===== src/rtl/noc_load_scheduler.sv =====
// Schedules filter then per-timestep ifmap packets from payload memory into the mesh, then collects PE acks.
// Latency: 3 cycles from start or from a packet handshake to the next pkt_valid; done 1 cycle after the last ack.
// Backpressure: pkt_valid/pkt_data hold in SEND until pkt_ready; acks accepted only while waiting for them.
module noc_load_scheduler #(
    parameter int ROW          = 4,
    parameter int COL          = 4,
    parameter int FILTER_WIDTH = 8,
    parameter int TIMESTEPS    = 2,
    localparam int NUM_PE      = ROW * COL,
    localparam int PAY_W       = 5 * FILTER_WIDTH,
    localparam int WIDTH       = 13 + PAY_W,
    localparam int ADDR_W      = 10
) (
    input  logic              clk,
    input  logic              rst,
    input  logic              start,
    output logic              busy,
    output logic              done,
    output logic              err,
    output logic [6:0]        timestep,
    output logic              mem_rd_en,
    output logic [ADDR_W-1:0] mem_addr,
    input  logic [PAY_W-1:0]  mem_rdata,
    output logic              pkt_valid,
    input  logic              pkt_ready,
    output logic [WIDTH-1:0]  pkt_data,
    input  logic              ack_valid,
    output logic              ack_ready,
    input  logic [WIDTH-1:0]  ack_data
);

    typedef enum logic [2:0] {IDLE, FETCH, CAPTURE, SEND, WAIT_ACK, DONE} state_t;
    localparam logic FILTER = 1'b0;
    localparam logic IFMAP  = 1'b1;

    state_t            state, state_nxt;
    logic              phase;
    logic [3:0]        pe;
    logic [6:0]        seq;
    logic [NUM_PE-1:0] bitmap;

    logic              last_pe;
    logic              last_pass;
    logic [3:0]        ack_src;
    logic              ack_fire;
    logic              src_ok;
    logic [NUM_PE-1:0] ack_bit;
    logic              ack_new;
    logic [NUM_PE-1:0] bitmap_upd;
    logic              bitmap_full;
    logic              ack_payload_unused;

    assign last_pe   = (32'(pe) == NUM_PE - 1);
    assign last_pass = !(32'(timestep) < TIMESTEPS - 1);

    // An ack only counts if it names a real node that has not answered yet this pass.
    assign ack_src            = ack_data[WIDTH-1 -: 4];
    assign ack_payload_unused = ^ack_data[WIDTH-5:0];
    assign ack_fire           = ack_valid && ack_ready;
    assign src_ok             = (32'(ack_src) < NUM_PE);
    assign ack_bit            = src_ok ? (NUM_PE'(1) << ack_src) : '0;
    assign ack_new            = ack_fire && src_ok && ((bitmap & ack_bit) == '0);
    assign bitmap_upd         = ack_new ? (bitmap | ack_bit) : bitmap;
    assign bitmap_full        = &bitmap_upd;

    assign mem_addr = (phase == FILTER) ? ADDR_W'(pe)
                    : ADDR_W'(NUM_PE) + ADDR_W'(timestep) * ADDR_W'(NUM_PE) + ADDR_W'(pe);

    always_ff @(posedge clk) begin
        if (rst) state <= IDLE;
        else     state <= state_nxt;
    end

    always_comb begin
        state_nxt = state;
        case (state)
            IDLE:     if (start) state_nxt = FETCH;
            FETCH:    state_nxt = CAPTURE;
            CAPTURE:  state_nxt = SEND;
            SEND: begin
                if (pkt_ready) state_nxt = (!last_pe || phase == FILTER) ? FETCH : WAIT_ACK;
            end
            WAIT_ACK: begin
                if (bitmap_full) state_nxt = last_pass ? DONE : FETCH;
            end
            DONE:     state_nxt = IDLE;
            default:  state_nxt = IDLE;
        endcase
    end

    always_comb begin
        busy      = (state == FETCH) || (state == CAPTURE) || (state == SEND) || (state == WAIT_ACK);
        mem_rd_en = (state == FETCH);
        pkt_valid = (state == SEND);
        ack_ready = (state == WAIT_ACK);
        done      = (state == DONE);
    end

    always_ff @(posedge clk) begin
        if (rst) begin
            phase    <= FILTER;
            pe       <= '0;
            seq      <= '0;
            timestep <= '0;
            bitmap   <= '0;
            err      <= 1'b0;
            pkt_data <= '0;
        end else begin
            case (state)
                IDLE: begin
                    if (start) begin
                        phase    <= FILTER;
                        pe       <= '0;
                        timestep <= '0;
                        bitmap   <= '0;
                    end
                end
                CAPTURE: pkt_data <= {pe, {1'b0, phase}, seq, mem_rdata};
                SEND: begin
                    if (pkt_ready) begin
                        seq <= seq + 7'd1;
                        if (!last_pe) begin
                            pe <= pe + 4'd1;
                        end else begin
                            pe <= '0;
                            if (phase == FILTER) phase <= IFMAP;
                        end
                    end
                end
                WAIT_ACK: begin
                    if (ack_fire && !ack_new) err <= 1'b1;
                    if (bitmap_full) begin
                        bitmap <= '0;
                        if (!last_pass) begin
                            timestep <= timestep + 7'd1;
                            pe       <= '0;
                        end
                    end else begin
                        bitmap <= bitmap_upd;
                    end
                end
                default: ;
            endcase
        end
    end

endmodule


===== config.mk =====
export PLATFORM = sky130hd
export DESIGN_NAME = noc_load_scheduler
export DESIGN_NICKNAME = d
export VERILOG_FILES = /design/src/rtl/noc_load_scheduler.sv
export SDC_FILE = /design/constraint.sdc
export NUM_CORES = 1
export LEC_CHECK = 0
export ABC_CLOCK_PERIOD_IN_PS = 5020
export CORE_ASPECT_RATIO = 2
export CORE_MARGIN = 2
export CORE_UTILIZATION = 40
export CTS_CLUSTER_DIAMETER = 80
export DETAILED_ROUTE_END_ITERATION = 8
export HOLD_SLACK_MARGIN = 0.15
export PLACE_DENSITY = 0.76
export SYNTH_ARGS = -nofsm -noshare
export SYNTH_HDL_FRONTEND = slang
export SYNTH_SLANG_ARGS = --single-unit

===== constraint.sdc =====
create_clock -name clk -period 5.02 [get_ports clk]
set_input_delay 0.502 -clock clk [delete_from_list [all_inputs] [get_ports clk]]
set_output_delay 0.502 -clock clk [all_outputs]
set_load 0.02 [all_outputs]

## Word level (Yosys, flattened, before mapping)

Index checks and enable logic that the tools add are counted.

| operators by class | value |
|---|---|
| $add $sub $neg | 5 |
| magnitude comparators | 1 |
| equality and inequality tests | 11 |
| shift operators | 1 |
| multiplexer cells | 25 |
| bitwise gates (word level) | 3 |
| reductions and logical operators | 22 |

Operators with widths:

| cell | number |
|---|---|
| 16-bit two-way mux | 3 |
| 16-bit one-hot mux with 2 select lines | 1 |
| 7-bit two-way mux | 3 |
| 4-bit two-way mux | 5 |
| 16-bit AND | 1 |
| 16-bit logical NOT | 1 |
| 16-bit OR | 1 |
| 16-bit AND reduction | 1 |
| 1-bit by 4-bit << shifter with 16-bit output, first input constant | 1 |
| 3-bit two-way mux | 5 |
| 3-bit one-hot mux with 5 select lines | 1 |
| 7-bit by 1-bit adder with 7-bit output, second input constant | 2 |
| 7-bit one-hot mux with 2 select lines | 1 |
| 4-bit one-hot mux with 3 select lines | 1 |
| 10-bit by 4-bit adder with 10-bit output | 1 |
| 5-bit by 10-bit adder with 10-bit output, first input constant | 1 |
| 10-bit two-way mux | 1 |
| 2-bit by 1-bit != test with 1-bit output, second input constant | 4 |
| 4-bit AND reduction | 2 |
| 7-bit by 1-bit < comparator with 1-bit output, second input constant | 1 |
| 3-bit by 2-bit == test with 1-bit output, second input constant | 2 |
| 3-bit == test, second input constant | 2 |
| 2-bit AND reduction | 3 |
| 5-bit AND reduction | 1 |
| other kinds (14) | 23 |

| word-level totals | value |
|---|---|
| bits in registers | 91 |
| input port bits | 98 |
| output and inout port bits | 76 |
| word-level logic and storage cells | 76 |

## Depth between registers and ports, before layout

Gate-level depths: netlist (run 1).

| depth | value |
|---|---|
| depth after elaboration | 8 |
| gate-level depth with buffers | 11 |
| gate-level depth less buffers | 9 |

## Least setup slack after synthesis (run 1)

No wires, ideal clock.

| timing path | value |
|---|---|
| kind | in2reg |
| start point | input ack_data[51] |
| end point | register pe[0] |
| library setup time | 117 ps |
| arrival time | 2871 ps |
| data required time | 4903 ps |
| path slack | 2031 ps |
| stages on the path | 10 |
| cells stage by stage | buf_2 nand2b_1 a311oi_1 a311oi_2 a21o_1 o41a_1 a211o_1 nor4_4 a21oi_2 a32o_1 |

| on the way | value |
|---|---|
| word-level cells in the longest chain between the ends | 8 |
| elaborated cells on any way between the ends | 9 |
| those cells by class | eq/ne (1); shift (1); mux (1); bitwise (2); reduce/logical (4) |

Ends and longest elaborated chain:

| element | line | source |
|---|---|---|
| from (decl) | 29 | `input logic [WIDTH-1:0] ack_data` |
| 1-bit by 4-bit << shifter with 16-bit output * | 61 | `assign ack_bit = src_ok ? (NUM_PE'(1) << ack_src) : '0;` |
| 16-bit AND | 62 | `assign ack_new = ack_fire && src_ok && ((bitmap & ack_bit) == '0);` |
| 16-bit logical NOT | 62 |  |
| 1-bit logical AND | 62 |  |
| 16-bit two-way mux * | 63 | `assign bitmap_upd = ack_new ? (bitmap \| ack_bit) : bitmap;` |
| 16-bit AND reduction * | 64 | `assign bitmap_full = &bitmap_upd;` |
| 2-bit by 1-bit != test with 1-bit output (no line) * | -- |  |
| 5-bit AND reduction (no line) * | -- |  |
| to (signal assigned) | 123 | `pe <= pe + 4'd1;` |
| to (decl) | 38 | `logic [3:0] pe;` |

Every way passes the cells marked *; elsewhere a longest branch is shown, timed or not.
A chain may end at the register's enable or synchronous reset.

## Worst setup path after layout (run 1)

| timing path | value |
|---|---|
| start point | input ack_data[49] |
| end point | register bitmap[12] |

| on the way | value |
|---|---|
| word-level cells in the longest chain between the ends | 8 |
| elaborated cells on any way between the ends | 9 |
| those cells by class | shift (1); mux (3); bitwise (2); reduce/logical (3) |

Ends and longest elaborated chain:

| element | line | source |
|---|---|---|
| 1-bit by 4-bit << shifter with 16-bit output * | 61 |  |
| 16-bit AND | 62 |  |
| 16-bit logical NOT | 62 |  |
| 1-bit logical AND | 62 |  |
| 16-bit two-way mux * | 63 |  |
| 16-bit AND reduction | 64 |  |
| 16-bit two-way mux * | 132 | `if (bitmap_full) begin` |
| 16-bit one-hot mux with 2 select lines * | 109 | `case (state)` |
| to (signal assigned) | 139 | `bitmap <= bitmap_upd;` |
| to (decl) | 40 | `logic [NUM_PE-1:0] bitmap;` |

Marks and branches as above.

==> results of run 1 <==
power by group through the flow:
stage          logic, mW  registers [mW]  clock network (mW)
4_1_cts            0.297           0.774               0.746
6_report           0.294           0.774               0.733
3_3_place_gp       0.292           0.789                   0
2_1_floorplan      0.138           0.816                   0
3_5_place_dp       0.295           0.791                   0
5_1_grt            0.318           0.779               0.775
final cells by class:
class | instances | area share
multi-input cells | 373 | 0.362
flip-flops and latches | 91 | 0.322
repair buffers | 124 | 0.218
clock buffers | 9 | 0.0398
well taps | 135 | 0.0298
clock inverters | 7 | 0.0175
inverters | 17 | 0.0113
sequential cells by signal, summed over array words and instances, names as in the netlist:
register and flops:
seq 7, pe 4, bitmap 16, state 3
timestep 7, pkt_data 52, err 1, phase 1
cells in the final DEF, fill, tap and decap left out, types with 5 or more instances in the layout:
| master | netlist | routed |
|---|---|---|
| sky130_fd_sc_hd__dfxtp_1 | 91 | 91 |
| sky130_fd_sc_hd__a2111oi_0 | 5 | 5 |
| sky130_fd_sc_hd__nor2b_1 | 7 | 7 |
| sky130_fd_sc_hd__xnor2_1 | 6 | 6 |
| sky130_fd_sc_hd__nand4_1 | 5 | 5 |
| sky130_fd_sc_hd__inv_1 | 17 | 17 |
| sky130_fd_sc_hd__clkbuf_16 | 0 | 9 |
| sky130_fd_sc_hd__nor3b_1 | 6 | 6 |
| sky130_fd_sc_hd__nor2_1 | 31 | 30 |
| sky130_fd_sc_hd__nand2_1 | 134 | 134 |
| sky130_fd_sc_hd__a21oi_1 | 57 | 57 |
| sky130_fd_sc_hd__o22ai_1 | 19 | 19 |
| sky130_fd_sc_hd__clkdlybuf4s50_1 | 0 | 122 |
| sky130_fd_sc_hd__and2_1 | 6 | 6 |
| sky130_fd_sc_hd__nor3_1 | 6 | 6 |
| sky130_fd_sc_hd__nand3_1 | 15 | 15 |
layer usage:
metal,global-route usage,vias up,share of wire
met4,0.136,0,0.043
met5,0,-,0
met3,0.0508,34,0.050
met1,0.223,1889,0.34
li1,-,1979,-
met2,0.410,118,0.57
critical path, delay by kind of cell:
family                 cells  cell delay [ns]
AOI/OAI and AO/OA          5             1.62
and+or+nand+nor            4             1.25
buffers and inverters      1             0.70
per-stage QoR:
step	cells	power, mW
after floorplan	513	0.954
after global placement	740	1.08
after detailed placement	740	1.09
after CTS	756	1.82
after global routing	756	1.87
final	756	1.80
cell families after synthesis:
| family | count (synthesis) | synth area share |
|---|---|---|
| xor gates and xnor gates | 10 | 0.0215 |
| adders and majority gates | 3 | 0.00921 |
| muxes | 4 | 0.00983 |
| and+or+nand+nor | 231 | 0.260 |
| DFF | 91 | 0.447 |
| other | 1 | 0.000920 |
| buffers and inverters | 49 | 0.0513 |
| AOI/OAI and AO/OA | 124 | 0.200 |
how the worst min path moves through the flow:
stage	startpoint	to	slack, ns	cells past startpoint
3_5_place_dp	pkt_data[4]	pkt_data[4]	0.45	2
2_1_floorplan	seq[6]	pkt_data[46]	0.44	2
6_report	pkt_data[51]	pkt_data[51]	0.45	2
4_1_cts	pkt_data[4]	pkt_data[4]	0.45	2
5_1_grt	pkt_data[22]	pkt_data[22]	0.48	2
3_3_place_gp	pkt_data[25]	pkt_data[25]	0.44	2
==> run_results.csv, run 1 <==
group,metric,value,unit
synth,synthesis.area_per_instance,7.94,um2
timing,fin_crit,3.88,ns
power_and_ir_drop,pwr_density_cell,318,nW/um2
placement,globalplace.congestion,0.902,
finish,seqCellArea,1820,um2
finish,design.final.nets,717,
worst_setup_path,r2r.worst_path.cells,8,
synth,post_synth_num_cell_types,60,
synth,ys_seq_area_frac,0.447,
worst_setup_path,critPathCaptureType,"register",
min_path,hold_class,"reg2reg",
global_routing,grt-ovfl-total,0,
global_routing,grt_max_degree,78,
route,route.antenna.remaining_nets,0,
clock_network,clock_sinks,91,
placement,place_area,5340,um2
worst_setup_path,setup.worst_path.class,"in2reg",
die,core_region_area,10000,um2
clock_network,clockRootBuffer,"sky130_fd_sc_hd__clkbuf_16",
placement,place.port_buffers,123,
die,total_die_area,11100,um2
synth,synth_edf_count,0,
finish,antennaDiodeCount,0,
global_routing,globalRouteTotalUtil,0.228,
route,drtIter0Drc,189,
die,initial_util,0.407,
clock_network,cts_bufs_inserted,9,
worst_setup_path,timing.critical_path.to,"bitmap[12]",
die,floorplan.die.width,75.4,um
die,top_level_ports,174,
route,first_pass_iters,5,
worst_setup_path,required,5.21,ns
clock_network,total_number_of_h_tree_levels,3,
finish,multi_input_area,2050,um2
clock_network,clk_latency,0.34,ns
synth,synth.top_cell.area_share,0.447,
global_routing,initial_antenna_violation_count,0,
timing,maxSlewViolCount,0,
clock_network,worst_setup_hold_path_clk_slew,0.07,ns
global_routing,grt_first_pass_wirelength,19.3,mm
timing,clock.fmax,0.258,GHz
synth,ys.warnings.count,0,
synth,synthDominantAreaCellType,"sky130_fd_sc_hd__dfxtp_1",
clock_network,cts_hold_buffers,0,
power_and_ir_drop,p_seq_frac,0.430,
placement,place_ws,0.920,ns
synth,synth_top_cells_by_area,"sky130_fd_sc_hd__dfxtp_1 45%, sky130_fd_sc_hd__nand2_1 12%, sky130_fd_sc_hd__a21oi_1 7.0%, sky130_fd_sc_hd__o22ai_1 2.9%, sky130_fd_sc_hd__nor2_1 2.9%",
synth,ys_async_sr_fraction,0,
route,routed_via_density,5.32,
clock_network,cts_post_setup_buffers_inserted,0,
power_and_ir_drop,power.share.clock,0.407,
worst_setup_path,worstPathCellList,"clkdlybuf4s50_1 > nor2b_1 > a22oi_1 > a31oi_2 > a2111oi_0 > o22ai_1 > nor4_1 > nand3_1 > nand4_1 > o22ai_1",
status,outcome,"complete, no violations",
timing,sum_of_negative_setup_slack,0,ns
route,avgRoutedWirePerCell,16.0,um
timing,timing.final.ws_setup,1.14,ns
global_routing,via_count_of_the_first_global_routing_pass,3919,
timing,report.final.hold_viol_count,0,
worst_setup_path,setup_crit_start,"ack_data[49]",
worst_setup_path,crit_slowest_cell,"sky130_fd_sc_hd__a2111oi_0",
timing,final.setup_skew,0.00826,ns
worst_setup_path,critical_path_fanout_max,13,
clock_network,clock_path_buffers,2,
synth,synth_commonest_cells,"134 x sky130_fd_sc_hd__nand2_1, 91 x sky130_fd_sc_hd__dfxtp_1, 57 x sky130_fd_sc_hd__a21oi_1",
route,drc,0,
synth,post_synth_inst_count,513,
worst_setup_path,crit_path_frequent_cell,"sky130_fd_sc_hd__o22ai_1",
clock_network,clock_tree_from_tritoncts,"yes",
worst_setup_path,cp_data_arrival_time,4.08,ns
die,num_rows,52,
synth,ys.flop_type,"sky130_fd_sc_hd__dfxtp_1",
worst_setup_path,max_stage_delay,0.78,ns
finish,areaGrowthSynthToFinish,39.0,%
timing,setup-violations-final,0,
power_and_ir_drop,swShare,0.270,
timing,slew-limit-headroom,0.258,
synth,synthMostInstantiatedCell,"sky130_fd_sc_hd__nand2_1",
power_and_ir_drop,ir_worst_vdd,0.251,mV
clock_network,post_cts.resized_instances,0,
worst_setup_path,ff2ff_setup_slack,1.32,ns
worst_setup_path,timing.critical_path.from_type,"input port",
route,route.vias.total,4020,
synth,ys_seq_elements,91,
job,cap_viol_max_count,0,
placement,place_hpwl,9.01,mm
timing,tcrit_tclk_final,0.774,
power_and_ir_drop,cellLeakagePower,1.87,nW
power_and_ir_drop,cellInternalPower,1.31,mW
route,wirelength,12.1,mm
power_and_ir_drop,total_switching_power,487,uW
timing,fin_worst_hold_slack,0.453,ns
timing,grt_setup_unrepaired,"false",
finish,num-fill-cells,956,
finish,finish.instance_area,5660,um2
worst_setup_path,worst_reg2reg_endpoint,"bitmap[12]",
synth,synthesis.nets,614,
die,die_h,147,um
finish,finish.utilization,0.565,
finish,drive_above_1_share,0.0515,
power_and_ir_drop,fraction_of_power_consumed_by_combinational_cells,0.163,
synth,synth_area,4070,um2
timing,transition_time_of_the_tightest_slew_check_pin,1.11,ns
worst_setup_path,startpoint_of_the_most_critical_register_to_register_path,"state[2]",
(Power assumes the default switching activity.)
==> run 2, diff against run 1 <==
ABC_CLOCK_PERIOD_IN_PS = 3700   (was 5020)
clock period = 3.7 ns   (was 5.02 ns; I/O delays follow)
==> run 2 against run 1 <==
  * Combinational power rose by 44%
  * Total power is 31% higher
  * Critical endpoint is now pe[0]
  * Worst setup slack worse by 0.82 ns
  * Sequential cell count did not move
  * Highest routed layer unchanged
  * Critical path type unchanged
  * Via count increased by 3.0%
  * Clock-buffer cell count is the same
  * Sequential share of layout area fell by 0.98 points
  * Die area stayed put
  * Final cell count grew 3.8%
  * Non-clock buffer count up 29
==> run_results.csv, run 2 (same netlist as run 1, synthesis figures left out) <==
group,metric,value,unit
power_and_ir_drop,p_seq_frac,0.446,
global_routing,via_count_of_the_first_global_routing_pass,4252,
power_and_ir_drop,fraction_of_power_consumed_by_combinational_cells,0.179,
timing,fin_crit,3.38,ns
power_and_ir_drop,swShare,0.290,
timing,transition_time_of_the_tightest_slew_check_pin,1.13,ns
route,first_pass_iters,4,
worst_setup_path,cp.depth,11,
worst_setup_path,setup.worst_path.class,"in2reg",
placement,place.port_buffers,123,
job,cap_viol_max_count,0,
finish,multi_input_area,2050,um2
worst_setup_path,required,3.93,ns
clock_network,worst_setup_hold_path_clk_slew,0.07,ns
clock_network,clock_tree_from_tritoncts,"yes",
clock_network,clock_sinks,91,
min_path,hp-start,"pkt_data[28]",
timing,final.setup_skew,0.00429,ns
global_routing,globalRouteTotalUtil,0.240,
finish,seqCellArea,1820,um2
route,route.antenna.remaining_nets,0,
clock_network,clk_latency,0.34,ns
timing,grt_setup_unrepaired,"false",
worst_setup_path,startpoint_of_the_most_critical_register_to_register_path,"state[2]",
timing,tcrit_tclk_final,0.914,
finish,drive_above_1_share,0.0938,
worst_setup_path,worstPathCellList,"clkdlybuf4s50_1 > nor2b_1 > a22oi_1 > a31oi_2 > buf_4 > a211oi_2 > a31oi_1 > or3_1 > nor4_4 > a21oi_2 > a32o_1",
placement,dp_cells,769,
power_and_ir_drop,ir_worst_vdd,0.437,mV
clock_network,post_cts.resized_instances,0,
die,die_h,147,um
worst_setup_path,timing.critical_path.from_type,"input port",
clock_network,clockRootBuffer,"sky130_fd_sc_hd__clkbuf_16",
finish,areaGrowthSynthToFinish,43.4,%
die,core_region_area,10000,um2
clock_network,cts_post_setup_buffers_inserted,0,
worst_setup_path,worst_reg2reg_endpoint,"state[2]",
timing,fin_worst_hold_slack,0.453,ns
clock_network,total_number_of_h_tree_levels,3,
timing,maxSlewViolCount,0,
route,drtIter0Drc,203,
finish,num-fill-cells,924,
worst_setup_path,ff2ff_setup_slack,0.55,ns
min_path,min_delay_path_depth,2,
clock_network,cts_bufs_inserted,9,
worst_setup_path,r2r.worst_path.cells,11,
min_path,hold_class,"reg2reg",
finish,largest_register_ffs,52,
finish,antennaDiodeCount,0,
route,drc,0,
worst_setup_path,cp_data_arrival_time,3.62,ns
placement,globalplace.congestion,0.926,
power_and_ir_drop,cellInternalPower,1.67,mW
timing,slew-limit-headroom,0.247,
die,top_level_ports,174,
status,outcome,"complete, no violations",
route,wirelength,12.7,mm
power_and_ir_drop,power.share.clock,0.374,
route,avgRoutedWirePerCell,16.2,um
worst_setup_path,cp.buffers_inverters,2,
global_routing,grt_max_degree,78,
worst_setup_path,setup_crit_start,"ack_data[52]",
worst_setup_path,worst_path_dominant_cell_family,"compound AO/OA/AOI/OAI gates",
timing,clock.fmax,0.296,GHz
power_and_ir_drop,cellLeakagePower,1.99,nW
worst_setup_path,critPathCaptureType,"register",
finish,design.final.nets,746,
timing,report.final.hold_viol_count,0,
finish,registers.top_by_ff_count,"pkt_data",
worst_setup_path,critical_path_fanout_max,9,
clock_network,cts_hold_buffers,0,
global_routing,grt-ovfl-total,0,
timing,sum_of_negative_setup_slack,0,ns
clock_network,clock_path_buffers,2,
min_path,min_delay_worst_endpoint,"pkt_data[28]",
timing,setup-violations-final,0,
die,initial_util,0.407,
finish,layout.cells.most_common_list,"134 x sky130_fd_sc_hd__nand2_1, 122 x sky130_fd_sc_hd__clkdlybuf4s50_1, 91 x sky130_fd_sc_hd__dfxtp_1",
die,floorplan.die.width,75.4,um
finish,layout.cells.most_common,"sky130_fd_sc_hd__nand2_1",
worst_setup_path,max_stage_delay,0.53,ns
route,route.vias.total,4140,
route,routed_via_density,5.27,
placement,place_hpwl,9.41,mm
power_and_ir_drop,pwr_density_cell,403,nW/um2
global_routing,initial_antenna_violation_count,0,
finish,layoutNonFillerInstCount,785,
worst_setup_path,crit_slowest_cell,"sky130_fd_sc_hd__clkdlybuf4s50_1",
power_and_ir_drop,total_switching_power,684,uW
die,total_die_area,11100,um2
global_routing,grt_first_pass_wirelength,20.4,mm
die,num_rows,52,
finish,largest_registers,"pkt_data: 52 flops, bitmap: 16 flops",
run 2: cell count changes in the layout (fill, tap and decap cells not counted), sizes merged:
cell and change:
buf +29, clkinv -1, inv +3, bufinv -2
run 2: metal layers:
layer  up-vias  GRT usage  wire [um]  share of wire
met1      1907      0.233       4200           0.33
met3        52     0.0658        712          0.056
met4         0      0.138        728          0.057
met2       148      0.428       7060           0.56
li1       2033          -          -              -
met5         -          0          0              0
run 2: per-stage QoR:
step	cell area [um2]	setup slack (ns)	total power [mW]	utilization
2_1_floorplan	4070	0.832	1.29	-
3_3_place_gp	5560	0.0588	1.48	0.555
3_5_place_dp	5560	0.0229	1.49	0.555
4_1_cts	5840	0.343	2.37	0.583
5_1_grt	5840	0.0832	2.45	0.583
6_report	5840	0.318	2.36	0.583
run 2: area by class of cell:
cell class,instances,area share
clock buffer,9,0.0386
clock inverter,7,0.0101
inverter,17,0.0109
multi-input combinational,373,0.351
sequential,91,0.312
tap,135,0.0289
timing repair buffer,153,0.249
run 2: tightest hold or removal path, delay by kind of cell, from the launching register on:
family          cells  cell delay (ns)
compound gates      1             0.05
flops               1             0.31
simple gates        1             0.05
run 2: power by group through the flow:
stage	clock, mW	sequential, mW	combinational [mW]
after CTS	0.895	1.05	0.424
after floorplan	0	1.11	0.187
after global placement	0	1.07	0.414
after detailed placement	0	1.07	0.420
final	0.881	1.05	0.422
after global routing	0.935	1.06	0.456
run 2: worst max path at each step:
stage,endpoint
after CTS,pe[0]
final,pe[0]
after floorplan,pe[0]
after global placement,pe[0]
after global routing,state[2]
after detailed placement,pe[0]
